<file path="src/rtl/stopwatch_ctrl.sv">
// Stopwatch control stage: synchronises and debounces the start/stop and clear buttons,
// then runs the IDLE/RUN/PAUSE machine that gates the 1 Hz tick and issues counter clears.
module stopwatch_ctrl #(
  parameter int DB_CYCLES = 65536,
  parameter int DB_W      = 17
) (
  input  logic       clk,
  input  logic       reset,
  input  logic       btn_ss,
  input  logic       btn_clr,
  input  logic       tick_in,
  output logic       cnt_en,
  output logic       cnt_clr,
  output logic       running,
  output logic [1:0] state_o
);

  localparam logic [1:0] ST_IDLE  = 2'b00;
  localparam logic [1:0] ST_RUN   = 2'b01;
  localparam logic [1:0] ST_PAUSE = 2'b10;

  localparam logic [DB_W-1:0] DC_MAX = DB_W'(DB_CYCLES - 1);

  // Bit 0 carries start/stop, bit 1 carries clear throughout the button path.
  logic [1:0]      r_s1;
  logic [1:0]      r_s2;
  logic [1:0]      r_db;
  logic [1:0]      r_db_prev;
  logic [1:0]      r_press;
  logic [DB_W-1:0] r_dc [2];

  logic [1:0]      r_state;
  logic            r_cnt_clr;
  logic [1:0]      w_state_nxt;
  logic            w_clr_nxt;

  always_ff @(posedge clk or posedge reset) begin
    if (reset) begin
      r_s1      <= '0;
      r_s2      <= '0;
      r_db      <= '0;
      r_db_prev <= '0;
      r_press   <= '0;
      r_dc[0]   <= '0;
      r_dc[1]   <= '0;
    end else begin
      r_s1      <= {btn_clr, btn_ss};
      r_s2      <= r_s1;
      r_db_prev <= r_db;
      r_press   <= r_db & ~r_db_prev;
      // Any sample that agrees with the accepted level restarts the stability count.
      for (int b = 0; b < 2; b++) begin
        if (r_s2[b] == r_db[b]) begin
          r_dc[b] <= '0;
        end else if (r_dc[b] == DC_MAX) begin
          r_db[b] <= r_s2[b];
          r_dc[b] <= '0;
        end else begin
          r_dc[b] <= r_dc[b] + DB_W'(1);
        end
      end
    end
  end

  always_comb begin
    w_state_nxt = r_state;
    w_clr_nxt   = 1'b0;
    case (r_state)
      ST_IDLE, ST_PAUSE: begin
        if (r_press[1]) begin
          w_state_nxt = ST_IDLE;
          w_clr_nxt   = 1'b1;
        end else if (r_press[0]) begin
          w_state_nxt = ST_RUN;
        end
      end
      ST_RUN: begin
        if (r_press[1]) begin
          w_state_nxt = ST_IDLE;
          w_clr_nxt   = 1'b1;
        end else if (r_press[0]) begin
          w_state_nxt = ST_PAUSE;
        end
      end
      default: begin
        w_state_nxt = ST_IDLE;
        w_clr_nxt   = 1'b0;
      end
    endcase
  end

  always_ff @(posedge clk or posedge reset) begin
    if (reset) begin
      r_state   <= ST_IDLE;
      r_cnt_clr <= 1'b0;
    end else begin
      r_state   <= w_state_nxt;
      r_cnt_clr <= w_clr_nxt;
    end
  end

  assign state_o = r_state;
  assign running = (r_state == ST_RUN);
  assign cnt_en  = tick_in & (r_state == ST_RUN);
  assign cnt_clr = r_cnt_clr;

endmodule

</file>
<file path="config.mk">
export PLATFORM = sky130hd
export DESIGN_NAME = stopwatch_ctrl
export DESIGN_NICKNAME = d
export VERILOG_FILES = /design/src/rtl/stopwatch_ctrl.sv
export SDC_FILE = /design/constraint.sdc
export NUM_CORES = 1
export LEC_CHECK = 0
export ABC_AREA = 1
export CAP_MARGIN = 10
export CORE_MARGIN = 1
export CORE_UTILIZATION = 62
export CTS_BUF_LIST = sky130_fd_sc_hd__clkbuf_2
export DETAILED_ROUTE_END_ITERATION = 12
export HOLD_SLACK_MARGIN = 0.06
export PLACE_DENSITY = 0.81
export SLEW_MARGIN = 20
export SYNTH_ARGS = -nofsm -noshare
export SYNTH_HDL_FRONTEND = slang
export SYNTH_SLANG_ARGS = --single-unit
export TNS_END_PERCENT = 100
</file>
<file path="constraint.sdc">
create_clock -name clk -period 1.85 [get_ports clk]
set_input_delay 0.2775 -clock clk [delete_from_list [all_inputs] [get_ports clk]]
set_output_delay 0.2775 -clock clk [all_outputs]
set_load 0.05 [all_outputs]
</file>
==> results.md, run 1 <==
* Arrival time worst endpoint at around 1400 ps
* Met2 Track Usage GR at between 30% and 40%
* Clock root buffer: clkbuf_2
* Total gr overflow at 0
* Clk sink count at 47
* Post-CTS setup buffers at 0
* R2R Path Start: r_dc[0]
* Worst-skew pair later-pin latency at between 300 and 400 ps
* Clock buffer depth at 2
* RSZ-0062 raised after global routing: false
* Slew headroom at around two thirds
* Static leakage at ~1.2 nW
* Synthesized instance count at roughly 290
* Syn. warnings at 0
* Via count at between 1,500 and 2,000
* Row count at 21
* Reg clk slew, reported paths at ~200 ps
* Worst Max-Slew Pin Slew at ~500 ps
* Critical path's largest stage delay at ~540 ps
* Share of the synthesized area in the top cell type at 51.42%
* Pwr Density at between 600 and 700 nW/µm²
* Req. time, crit path at between 1500 and 2000 ps
* Initial antenna violation count at 0
* Worst r2r dst: r_dc[15]
* Status: finished, final reports clean
* Post-synthesis sequential area ratio at about 51%
* Kind of critical path: reg -> out
* Cts hold-fix bufs at 0
* Leading area contributor after synthesis: dfrtp_1
* Max Cap Violations at 0
* CP delay by family, top: buffers and inverters
* Final RePlAce weighted congestion at around 0.88
* Distinct cells, synth at 20
* M1 GR Usage at 32.63%
* Kind of end point of the critical path: output port
* Worst path slowest cell: dlygate4sd2_1
* Final setup viols at 0
* Syn Area/Cell at around 8 µm²
* Most frequent cell after synthesis: nand2_1
* FILL cells at 270
* Fin area at between 2000 and 3000 µm²
* Number of H-tree levels at 2
* # DRC at 0
* Syn_nets at 292
* WL per Instance at about 11 µm
* Num CTS Buffers at 5
* Multi-input gate area at ~950 µm²
* EDFF count, synth at 0
* Critical path buffers and inverters at 1
* DRT Pass-1 Iters at 5
* Placed cell area at 2470 µm²
* Final Hold Fails at 0
* Slew Viols, Final at 0
* Ys async rst share at between 90% and 100%
* Worst vdd ir at between 0.5 and 0.6 mV
* First-pass GRT wire length at ~7200 µm
* Main synth FF type: dfrtp_1
* GRT Max-Usage Layer: met2
* Crit-path cells: dlygate4sd2_1
* Worst hold path type: in -> async
* IO Port Bufs at 9
* Met3 usage at just over 5%
* Ant. Diodes at 0
* Maximum clock rate at 608.5 MHz
* Storage cell area at 1176 µm²
* Final period util at between 80 and 90%
* Starting density of the core at 66.45%
* CP max FO at 5
* Clock Skews at ~7.6 ps
* Nets at 310
* HPWL after DPL at ~3000 µm
* Vias/cell at around 4.9
* CTS tree: yes
* Post-Route WL at between 3000 and 4000 µm
* Core footprint at roughly 3400 µm²
* Min Tclk post-route at around 1600 ps
* Seq cells post-synth at 47
* Iter 0 DRT Violations at 135
* Worst setup SP type: flop
* Setup TNS at 0 ps
* Synth top area cells: dfrtp_1 (51%), nand2_1 (11%), nor2_1 (9.2%), inv_1 (7.1%), nand3_1 (4.2%)
* Largest net degree at the start of global routing at 38
* Die area at between 3000 and 4000 µm²
* Detail Route Antenna Nets at 0
* Synth top cells by count: nand2_1 (67), nor2_1 (56), dfrtp_1 (47)
* GR Util All Layers at between 20 and 25%
* Share of layout cells above drive strength 1 at under 10%
* Worst Reg-to-Reg Cells at 6
* Area Overhead vs Synth at 9.628%
* Die X at about 63 µm
* Number of global-route vias before repair at 1,634
* Ports at 10
* Synthesized area at around 2300 µm²
* Flop2flop setup slack at roughly 390 ps
* Die height at roughly 63 µm
-- state kept, by name (all words and copies together), names as in the netlist --
register / count
r_press: 2
r_dc: 34
cnt_clr: 1
state_o: 2
r_db: 2
r_s2: 2
r_s1: 2
r_db_prev: 2
-- final cells by class --
class | count | area share [%]
Inverter | 43 | 6.437
Sequential cell | 47 | 46.91
Timing Repair Buffer | 11 | 4.990
Clock buffer | 6 | 1.198
Tap cell | 46 | 2.295
Clock inverter | 2 | 0.2994
Multi-Input combinational cell | 195 | 37.87
-- cell usage in the layout, fill, tap and decap left out, drive strengths merged --
cell,n
xor2,10
o21ai,5
nand2,70
or2,2
nor3,2
clkdlybuf4s50,4
a211oi,1
a21oi,4
dlygate4sd2,2
dfrtp,47
nand3,23
buf,4
clkinv,2
o21bai,5
clkbuf,6
nor2,63
inv,43
ha,2
nand4,4
xnor2,4
dlymetal6s2s,1
-- logic make-up (layout without fill, tap and decap cells) --
kind of cell	Yosys count	after routing	share of synthesized area, %
xor+xnor	14	14	5.361
compound gates	15	15	3.939
simple gates	164	164	31.13
fa+ha+maj	2	2	1.094
buf+inv	43	62	7.057
flops	47	47	51.42
-- how the worst max path moves through the flow --
stage                      end  slack [ps]  cells past startpoint        from
floorplan               cnt_en          90                      2  state_o[0]
global placement    state_o[0]         390                      1  state_o[0]
detailed placement    r_dc[15]         370                      6     r_dc[0]
CTS                    cnt_clr          10                      1     cnt_clr
global route            cnt_en          90                      4  state_o[1]
finish              state_o[0]         210                      1  state_o[0]
-- layer usage --
metal	vias up	part of all wire, %
met5	-	0
met4	0	0.61
met3	2	5.1
met2	48	45
met1	752	49
li1	910	-
-- power by group --
group / internal (mW) / switching, mW / total (mW) / leakage [nW]
clock: 0.0911 / 0.292 / 0.383 / 0.0281
combinational: 0.0277 / 0.0466 / 0.0743 / 0.574
sequential: 1.04 / 0.0137 / 1.06 / 0.643
-- repair_timing --
action	in CTS	in global routing
gates resized for setup	2	1
setup endpoints to repair	2	1
gates cloned	0	0
-- per-stage QoR --
| step | total power, mW | worst slack (ps) | utilization, % | hold slack, ps | std cells |
|---|---|---|---|---|---|
| after floorplan | 1.120 | 94.06 | - | 308.9 | 285 |
| after CTS | 1.541 | 10.26 | 72.77 | 74.03 | 350 |
| after detailed placement | 1.152 | 368.6 | 71.76 | 350.4 | 342 |
| after global routing | 1.588 | 85.12 | 72.85 | 62.04 | 350 |
| final | 1.515 | 206.6 | 72.85 | 91.61 | 350 |
| after global placement | 1.149 | 385.5 | 71.76 | 347.1 | 342 |
No activity file was read; power rests on OpenSTA's default activity.
==> run 2, diff against run 1 <==
- SKIP_CTS_REPAIR_TIMING: default -> 1
==> results.md, run 2 (same netlist as run 1, synthesis figures left out) <==
* Die area at 3936 µm² (unchanged)
* Hold_ws at 91.83 ps (+0.2129 ps)
* Worst setup SP type: flop
* First-pass GRT wire length at 7176 µm (unchanged)
* Number of H-tree levels at 2 (unchanged)
* Ant. Diodes at 0 (unchanged)
* Multi-input gate area at 949.7 µm² (unchanged)
* Req. time, crit path at 1570 ps (about the same)
* Fin area at 2515 µm² (+0.30%)
* Vias/cell at 4.897 (+0.12%)
* Detail Route Antenna Nets at 0 (unchanged)
* Status: finished, final reports clean
* # DRC at 0 (unchanged)
* Commonest non-fill, non-tap cell in the layout: nand2_1
* CP max FO at 3 (-2)
* Critical path's largest stage delay at 440 ps (-100 ps)
* Critical path depth in cells at 4 (+3)
* Final period util at 87.39% (-1.4 points)
* Kind of end point of the critical path: output port
* Crit-path cells: inv_1, nand2_1, nor2_1, buf_12
* Worst Reg-to-Reg Cells at 6 (unchanged)
* Setup TNS at 0 ps (unchanged)
* Final Hold Fails at 0 (unchanged)
* Critical path buffers and inverters at 2 (+1)
* Clock buffer depth at 2 (unchanged)
* Total gr overflow at 0 (unchanged)
* Worst-skew pair later-pin latency at 390 ps (about the same)
* Storage cell area at 1176 µm² (unchanged)
* Die X at 62.74 µm (unchanged)
* Worst hold path type: in -> async
* Max Cap Violations at 0 (unchanged)
* Clock Skews at 7.577 ps (+0.00005000 ps)
* Worst path slowest cell: dfrtp_1
* Min Tclk post-route at 1617 ps (-26.81 ps)
* Slew Viols, Final at 0 (unchanged)
* Maximum clock rate at 618.6 MHz (+1.7%)
* Worst vdd ir at 0.5093 mV (about the same)
* Iter 0 DRT Violations at 135 (unchanged)
* Num CTS Buffers at 5 (unchanged)
* Die height at 62.74 µm (unchanged)
* Post-Route Utilization at 73.06% (+0.22 points)
* Via count at 1,714 (+0.12%)
* Starting density of the core at 66.45% (unchanged)
* Nets at 310 (unchanged)
* Final std cells w/o fill at 350 (unchanged)
* Arrival time worst endpoint at 1340 ps (-30 ps)
* CP delay by family, top: flip-flops
* Reg with most FFs: r_dc
* GR Util All Layers at 24.11% (unchanged)
* Clock root buffer: clkbuf_2
* Row count at 21 (unchanged)
* Static leakage at 1.272 nW (+2.2%)
* Core footprint at 3442 µm² (unchanged)
* Ports at 10 (unchanged)
* Share of layout cells above drive strength 1 at 8.224% (unchanged)
* IO Port Bufs at 9 (unchanged)
* WL per Instance at 11.29 µm (+0.18%)
* Final setup margin at 233.4 ps (+26.81 ps)
* DRT Pass-1 Iters at 5 (unchanged)
* Final RePlAce weighted congestion at 0.8804 (unchanged)
* Reg clk slew, reported paths at 200 ps (about the same)
* CTS tree: yes
* Cells after DPL at 342 (unchanged)
* HPWL after DPL at 2953 µm (unchanged)
* Post-Place Worst Slack at 368.6 ps (unchanged)
* Kind of critical path: reg -> out
* Placed cell area at 2470 µm² (unchanged)
* Clk sink count at 47 (unchanged)
* FILL cells at 266 (-1.5%)
* Worst Max-Slew Pin Slew at 503.1 ps (+5.896 ps)
* Slew headroom at 66.40% (-0.39 points)
* Final setup viols at 0 (unchanged)
* Initial antenna violation count at 0 (unchanged)
* Max reg flops at 34 (unchanged)
* RSZ-0062 raised after global routing: false
* Area Overhead vs Synth at 9.956%
* Largest net degree at the start of global routing at 38 (unchanged)
* Post-Route WL at 3952 µm (+0.18%)
* Most frequent cells in the layout: nand2_1 (67), nor2_1 (56), dfrtp_1 (47)
* Pwr Density at 602.2 nW/µm² (-0.30%)
* Number of global-route vias before repair at 1,634 (unchanged)
* Pwr Total at 1.515 mW (about the same)
## run 2: final timing paths
path | from | to | slack (ps)
worst max-delay path | state_o[1] | cnt_en | 230
worst min-delay path | reset | r_s1[1] | 90
worst max register to register | r_dc[0] | r_dc[15] | 390
worst min register to register | r_s1[1] | r_s2[1] | 390
max in group asynchronous | reset | r_db_prev[0] | 1310
min in group clk | btn_ss | r_s1[0] | 290
## run 2: cell type report
type | instances | share of cell area [%]
flip-flops and latches | 47 | 46.77
multi-input cells | 195 | 37.76
inverters | 43 | 6.418
repair buffers | 11 | 5.274
well taps | 46 | 2.289
clock buffers | 6 | 1.194
clock inverters | 2 | 0.2985
## run 2: power breakdown
group	internal (mW)	switching [mW]
combinational	0.0277	0.0466
clock	0.0911	0.292
sequential	1.04	0.0137
## run 2: layer usage
layer	wire length, µm	global-route usage, %
met1	1944	32.63
met2	1771	38.18
met3	212	5.109
met4	24	9.302
met5	0	0
